## src/rtl/regfile_wport_arbiter.sv

```systemverilog
// regfile_wport_arbiter
//   Shares the single write port of a 1r1w register file between two
//   requesters. After reset it first sweeps p_init_value into every entry
//   (INIT), then arbitrates the two valid/ready ports (RUN). When both ports
//   are valid, the grant alternates between them.
//
// Ports
//   clk, reset            clock; synchronous active-high reset
//   req{0,1}_val/_rdy     write request handshake (rdy = grant, combinational)
//   req{0,1}_addr/_data   write target entry / data
//   rf_wen/_waddr/_wdata  register file write port, unregistered
//   init_done             high once the initialization sweep has completed

// One requester lane. It raises its grant when RUN is active, it is valid,
// and the other lane is idle or this lane holds priority. The lane's
// addr/data are masked by the grant, so the write-port mux is a plain OR
// across the lanes.
module regfile_wport_lane #(
  parameter int p_addr_nbits = 5,
  parameter int p_data_nbits = 32
) (
  input  logic                    run,
  input  logic                    val,
  input  logic                    oth_val,
  input  logic                    favoured,
  input  logic [p_addr_nbits-1:0] addr,
  input  logic [p_data_nbits-1:0] data,
  output logic                    gnt,
  output logic [p_addr_nbits-1:0] addr_m,
  output logic [p_data_nbits-1:0] data_m
);
  assign gnt    = run & val & (~oth_val | favoured);
  assign addr_m = {p_addr_nbits{gnt}} & addr;
  assign data_m = {p_data_nbits{gnt}} & data;
endmodule

module regfile_wport_arbiter #(
  parameter  int                      p_data_nbits  = 32,
  parameter  int                      p_num_entries = 32,
  parameter  logic [p_data_nbits-1:0] p_init_value  = '0,
  localparam int                      c_addr_nbits  = $clog2(p_num_entries)
) (
  input  logic                    clk,
  input  logic                    reset,
  input  logic                    req0_val,
  output logic                    req0_rdy,
  input  logic [c_addr_nbits-1:0] req0_addr,
  input  logic [p_data_nbits-1:0] req0_data,
  input  logic                    req1_val,
  output logic                    req1_rdy,
  input  logic [c_addr_nbits-1:0] req1_addr,
  input  logic [p_data_nbits-1:0] req1_data,
  output logic                    rf_wen,
  output logic [c_addr_nbits-1:0] rf_waddr,
  output logic [p_data_nbits-1:0] rf_wdata,
  output logic                    init_done
);
  localparam int NUM_LANES = 2;
  localparam logic [c_addr_nbits-1:0] c_last = c_addr_nbits'(p_num_entries - 1);

  if (p_num_entries < 2) begin : g_bad_size
    $error("regfile_wport_arbiter: p_num_entries must be at least 2");
  end

  typedef struct packed {
    logic                    val;
    logic [c_addr_nbits-1:0] addr;
    logic [p_data_nbits-1:0] data;
  } wreq_t;

  typedef enum logic {S_INIT, S_RUN} state_t;

  state_t                    state, state_next;
  logic [c_addr_nbits-1:0]   cnt, cnt_next;
  logic                      prio, prio_next;
  logic                      run;

  wreq_t [NUM_LANES-1:0]                   req;
  logic  [NUM_LANES-1:0]                   gnt;
  logic  [NUM_LANES-1:0]                   favoured;
  logic  [NUM_LANES-1:0][c_addr_nbits-1:0] addr_m;
  logic  [NUM_LANES-1:0][p_data_nbits-1:0] data_m;

  assign req[0] = '{val: req0_val, addr: req0_addr, data: req0_data};
  assign req[1] = '{val: req1_val, addr: req1_addr, data: req1_data};

  // prio names the favoured port; lane 0 is favoured when prio == 0.
  assign favoured = {prio, ~prio};

  // Reset masks every grant combinationally so rdy/wen drop in the same
  // cycle reset rises, whatever state the register holds.
  assign run = (state == S_RUN) & ~reset;

  for (genvar n = 0; n < NUM_LANES; n++) begin : g_lane
    regfile_wport_lane #(
      .p_addr_nbits (c_addr_nbits),
      .p_data_nbits (p_data_nbits)
    ) u_lane (
      .run      (run),
      .val      (req[n].val),
      .oth_val  (req[NUM_LANES-1-n].val),
      .favoured (favoured[n]),
      .addr     (req[n].addr),
      .data     (req[n].data),
      .gnt      (gnt[n]),
      .addr_m   (addr_m[n]),
      .data_m   (data_m[n])
    );
  end

  assign req0_rdy = gnt[0];
  assign req1_rdy = gnt[1];

  always_comb begin
    state_next = state;
    cnt_next   = cnt;
    prio_next  = prio;
    rf_wen     = 1'b0;
    rf_waddr   = '0;
    rf_wdata   = '0;
    init_done  = 1'b0;
    if (!reset) begin
      case (state)
        S_INIT: begin
          rf_wen   = 1'b1;
          rf_waddr = cnt;
          rf_wdata = p_init_value;
          // Leave on the last entry and park the counter there, so it
          // never wraps past p_num_entries-1 for non-power-of-two sizes.
          if (cnt == c_last) state_next = S_RUN;
          else               cnt_next   = cnt + 1'b1;
        end
        S_RUN: begin
          init_done = 1'b1;
          rf_wen    = |gnt;
          rf_waddr  = addr_m[0] | addr_m[1];
          rf_wdata  = data_m[0] | data_m[1];
          // Hand priority to the port that did not just write.
          if      (gnt[0]) prio_next = 1'b1;
          else if (gnt[1]) prio_next = 1'b0;
        end
        default: state_next = S_INIT;
      endcase
    end
  end

  always_ff @(posedge clk) begin
    if (reset) begin
      state <= S_INIT;
      cnt   <= '0;
      prio  <= 1'b0;
    end else begin
      state <= state_next;
      cnt   <= cnt_next;
      prio  <= prio_next;
    end
  end
endmodule

```

## config.mk

```make
export PLATFORM = sky130hd
export DESIGN_NAME = regfile_wport_arbiter
export DESIGN_NICKNAME = d
export VERILOG_FILES = /design/src/rtl/regfile_wport_arbiter.sv
export SDC_FILE = /design/constraint.sdc
export NUM_CORES = 1
export LEC_CHECK = 0
export CORE_MARGIN = 2
export CORE_UTILIZATION = 24
export CTS_BUF_LIST = sky130_fd_sc_hd__clkbuf_4
export DETAILED_ROUTE_END_ITERATION = 16
export PLACE_DENSITY_LB_ADDON = 0.12
export SLEW_MARGIN = 20
export SYNTH_ARGS = -nofsm -noshare
export SYNTH_HDL_FRONTEND = slang
export SYNTH_SLANG_ARGS = --single-unit
export TNS_END_PERCENT = 100
```

## constraint.sdc

```tcl
create_clock -name clk -period 2 [get_ports clk]
set_input_delay 0.4 -clock clk [delete_from_list [all_inputs] [get_ports clk]]
set_output_delay 0.4 -clock clk [all_outputs]
set_load 0.01 [all_outputs]
```

## After elaboration in Yosys (flattened, before gate mapping)

Cells that the tools add are included.

- Register bits: 7
- Word-level logic and storage cells: 40
- Output and inout port bits: 41
- Input bits: 78

- Reductions and logical operators: 4
- Bitwise operators: 19
- Add/sub/neg operators: 1
- Eq/ne operators: 1
- Mux-type cells: 12

Operators by type and width:

| operator | count |
|---|---|
| $and 32x32->32 | 2 |
| $pmux 32 s2 | 1 |
| $mux 32 | 1 |
| $or 32x32->32 | 1 |
| $and 5x5->5 | 2 |
| $pmux 5 s2 | 1 |
| $mux 1 | 7 |
| $not 1->1 | 6 |
| $add 5x1->5 const B | 1 |
| $and 1x1->1 | 5 |
| $eq 5x5->1 const B | 1 |
| $mux 5 | 1 |
| $or 5x5->5 | 1 |
| $reduce_and 2->1 | 2 |
| $or 1x1->1 | 2 |
| $pmux 1 s2 | 1 |
| $reduce_bool 2->1 | 1 |
| $reduce_or 2->1 | 1 |

## Depth between registers and ports, before layout

- Depth in word-level cells: 8
- Mapped depth: 6
- Gate-level depth less buffers: 6

## Modules after synthesis

From an unflattened synthesis, not the netlist that was laid out.

- Cells, all modules: 231
- Area, all modules: 1801.7 um2

Modules (own cells, without submodules):

| module | area an instance (um2) | sequential area each (um2) | cells an instance | times used |
|---|---|---|---|---|
| regfile_wport_lane | 561.8 | 0.0 | 55 | 2 |
| regfile_wport_arbiter | 678.2 | 140.1 | 121 | 1 |

## Worst setup path before layout

Ideal clock, no wire load.

- Path type: register to register
- From: register cnt[0]
- To: register cnt[3]
- Clock period less this slack: 1.629 ns
- Stages on the path, launching flop included: 7
- Buffers on the path: 0
- Path slack: 0.371 ns
- Setup time: 0.121 ns
- Data required time: 1.879 ns
- Arrival time: 1.508 ns
- Cell sequence: dfxtp_1 > ha_1 > and3_1 > ha_1 > nor2_1 > nand4_1 > mux2_2

- Cells in the longest elaborated chain, start to end: 3
- Elaborated cells on any way between the ends: 4
- Classes of those cells: 1 x add/sub; 1 x eq/ne; 1 x bitwise; 1 x reduce/logical

RTL lines:

| item | RTL line | text |
|---|---|---|
| start, declared | 74 | `logic [c_addr_nbits-1:0] cnt, cnt_next;` |
| start signal, assigned | 154 | `cnt <= cnt_next;` |
| parallel branches: the longest is 3 deep, another holds $add 5x1->5 | n/a |  |

Parallel ways; which one is timed is not known.
A chain may end at the register's enable or synchronous reset.

## Worst setup path in the final report

- From: input reset
- To: output rf_wdata[20]

- Cells in the longest elaborated chain, start to end: 8
- Elaborated cells on any way between the ends: 11
- Classes of those cells: 2 x mux; 9 x bitwise

RTL lines:

| item | RTL line | text |
|---|---|---|
| start, declared | 44 | `input logic reset,` |
| $not 1->1 | 92 | `assign run = (state == S_RUN) & ~reset;` |
| $and 1x1->1 | 92 |  |
| $and 1x1->1 (2 in series) | 32 | `assign gnt = run & val & (~oth_val \| favoured);` |
| $and 32x32->32 | 34 | `assign data_m = {p_data_nbits{gnt}} & data;` |
| $or 32x32->32 | 137 | `rf_wdata = data_m[0] \| data_m[1];` |
| $pmux 32 s2 | 123 | `case (state)` |
| $mux 32 * | 122 | `if (!reset) begin` |
| end, declared | 55 | `output logic [p_data_nbits-1:0] rf_wdata,` |

Mark *: on every way between the ends. The rest lies on a longest branch, timed or not.

==> implementation parameters <==
Parameter                              Value

Place
  GP Congestion    0.727
  Cell Area, Placed    2020 µm²
  HPWL after detailed placement    3260 µm
  # port buffers    118

Timing
  Minimum period implied by the final worst setup slack    1940 ps
  Setup repair after global routing missed its margin    no
  Number of failing hold endpoints at the final stage    0
  Final number of max-transition violations    0
  Final sum of negative setup slack    0 ps
  Maximum clock skew at final layout    1.69 ps
  Achievable Freq    0.515 GHz
  Worst Max-Slew Pin Slew    226 ps
  Relative max-transition margin    84.9%
  Share of the cycle needed by the critical path after routing    97.1%
  Setup-failing EPs final    0

Power and ir drop
  PD cells    228 nW/µm²
  Static Leakage    0.944 nW
  Power after layout    0.475 mW
  Worst ir drop on vdd    256 µV

Min path
  Worst min-delay path class    reg -> reg
  Number of stages on the worst hold path    2
  Worst Min Path Start    cnt[4]

Global routing
  Leftover overflow at the end of global routing    0
  Combined global-route utilization of all metal layers    22.0%
  Initial antenna violation count    0
  Number of global-route vias before repair    1196
  Largest net degree at the start of global routing    20
  First-pass GRT wire length    6060 µm

Cells and area
  Commonest non-fill, non-tap cells in the layout    clkdlybuf4s50_1, a22o_1, buf_2, buf_4
  Final cell area excluding filler cells    2080 µm²
  Inserted Diodes    0
  Most common cell after layout, fill and taps aside    clkdlybuf4s50_1
  Layout-stage area growth over the synthesis result    165%
  Fraction of layout instances using a drive strength above 1    23.7%
  Nets@finish    300

Clocking
  Number of buffers created by CTS    3
  Clock network latency to the later pin of the worst-skew pair    240 ps
  Largest buffer count on any clock path    2
  H-tree Lvls    1
  Clock transition at the registers of the reported paths    50 ps
  CTS root buffer    clkbuf_4
  CTS tree    built
  Sinks on Clock Net    7

Critical path
  Capture point of the critical path    rf_wdata[20]
  Peak per-stage delay on the critical path    260 ps
  Crit path buffers/inverters    3
  Endpoint class of the critical path    output port
  Endpoint of the worst register-to-register path    cnt[3]
  Total number of cells along the worst setup path    6
  Arrival @ worst endpoint    1540 ps
  Worst setup slack for register-to-register paths    390 ps
  Type of origin of the critical path    primary input
  Req. time, crit path    1600 ps
  Kind of cell with the highest combined delay on the critical path    buffers and inverters
  R2R cell count    6
  Ordered cell list for the critical path    clkdlybuf4s15_2 > nor2b_4 > and3_4 > buf_12 > a22o_1 > clkdlybuf4s15_1
  Timing startpoint of the critical path    reset
  Classification of the worst setup path    in -> out
  Master of the slowest instance on the critical path    clkdlybuf4s15_1
  Critical Path Fanout Max    19
  Launch instance of the worst register-to-register path    cnt[0]

Outcome
  Status    completed

Die
  Starting utilization of the core area    25.5%
  CORE AREA    3080 µm²
  Overall die area    3750 µm²
  Site Rows    20
  Width of the die    61.2 µm
  Number of top-level pins    119
  Height of the die    61.2 µm

Drt
  Via Count    1254
  Number of search-and-repair iterations in the first detailed-routing pass    4
  Routed Wire Length    4400 µm
  Residual DRC    0
  Vias per inst    4.77
  DR WL/cell    16.7 µm
  Count of antenna-violating nets left after detailed routing    0
  Violation count after the first detailed-routing iteration    65

Yosys
  Distinct cells, synth    22
  Post-synthesis instance total    89
  Number of warnings issued by yosys    0
  Synthesized Nets    169
  Register bit total from synthesis    7
  Avg Synthesized Cell Area    8.83 µm²
  Register area share after synthesis    17.8%
  Synthesized area    786 µm²

Job
  Max-cap violations    0
what timing repair did:
action	4_1_cts	5_1_grt
hold buffers	0	0
buffers inserted	6	0
endpoints found under the setup margin	40	20
gates cloned	3	0
resized for setup	104	21
pin swaps	1	1
per-stage QoR:
| stage | util [%] | worst slack (ps) | instances | hold slack (ps) |
|---|---|---|---|---|
| finish | 67.6 | 58.1 | 263 | 503 |
| global route | 67.6 | 0.893 | 263 | 567 |
| CTS | 69.4 | -2.13 | 263 | 506 |
| detailed placement | 65.8 | -614 | 250 | 499 |
| global placement | 65.8 | -566 | 250 | 481 |
| floorplan | - | 371 | 89 | 462 |
state kept, by name, indices dropped and copies added, names as in the netlist:
register	count
cnt	5
prio	1
state	1
final cells by class:
cell class | count | area, µm²
clock buffer | 4 | 30.0
sequential | 7 | 141
fill | 262 | 997
multi-input combinational | 73 | 574
tap | 44 | 55.1
timing repair buffer | 135 | 1280
how the worst min path moves through the flow:
| stage | slack, ps | to |
|---|---|---|
| after floorplan | 460 | prio |
| after global placement | 480 | cnt[4] |
| after detailed placement | 500 | cnt[4] |
| after CTS | 510 | cnt[4] |
| after global routing | 570 | cnt[4] |
| final | 500 | cnt[4] |
logic make-up after synthesis:
| group | count (synthesis) | share of synthesized area, % |
|---|---|---|
| mux | 1 | 1.43 |
| compound gates | 44 | 47.0 |
| fa+ha+maj | 2 | 3.18 |
| flops | 7 | 17.8 |
| xor+xnor | 2 | 2.23 |
| buf+inv | 10 | 11.5 |
| simple gates | 23 | 16.9 |
synthesized netlist by cell type:
cell type	instances	area share, %
a21oi_1	4	2.5
a221o_1	5	6.4
a22o_1	32	36
a311oi_1	1	1.1
and2_1	5	4.0
and3_1	2	1.6
and3_4	1	1.4
buf_2	3	1.9
buf_4	1	0.96
buf_6	6	8.6
dfxtp_1	7	18
ha_1	2	3.2
mux2_2	1	1.4
nand2_1	3	1.4
nand2b_1	1	0.80
nand4_1	1	0.80
nor2_1	7	3.3
nor2b_1	1	0.80
nor2b_4	1	1.8
nor3b_1	1	0.96
o21ai_0	2	1.3
xnor2_1	2	2.2
layer usage:
layer | global-route usage (%) | vias up | share of wire [%]
met2 | 42.1 | 54 | 53
met4 | 6.83 | 0 | 1.5
met1 | 23.7 | 577 | 37
li1 | - | 617 | -
met3 | 5.04 | 6 | 8.5
met5 | 0 | - | 0
worst min-delay path, cell delays in order, from the launching register on:
cell and delay [ps]:
dfxtp_1 310, o21ai_0 80, a21oi_1 60
power breakdown:
part / internal, mW / switching [mW]
Combinational: 0.148 / 0.0420
Sequential: 0.145 / 0.00518
Clock: 0.0893 / 0.0457
Total: 0.382 / 0.0928
Power figures use the tool's default switching activity.
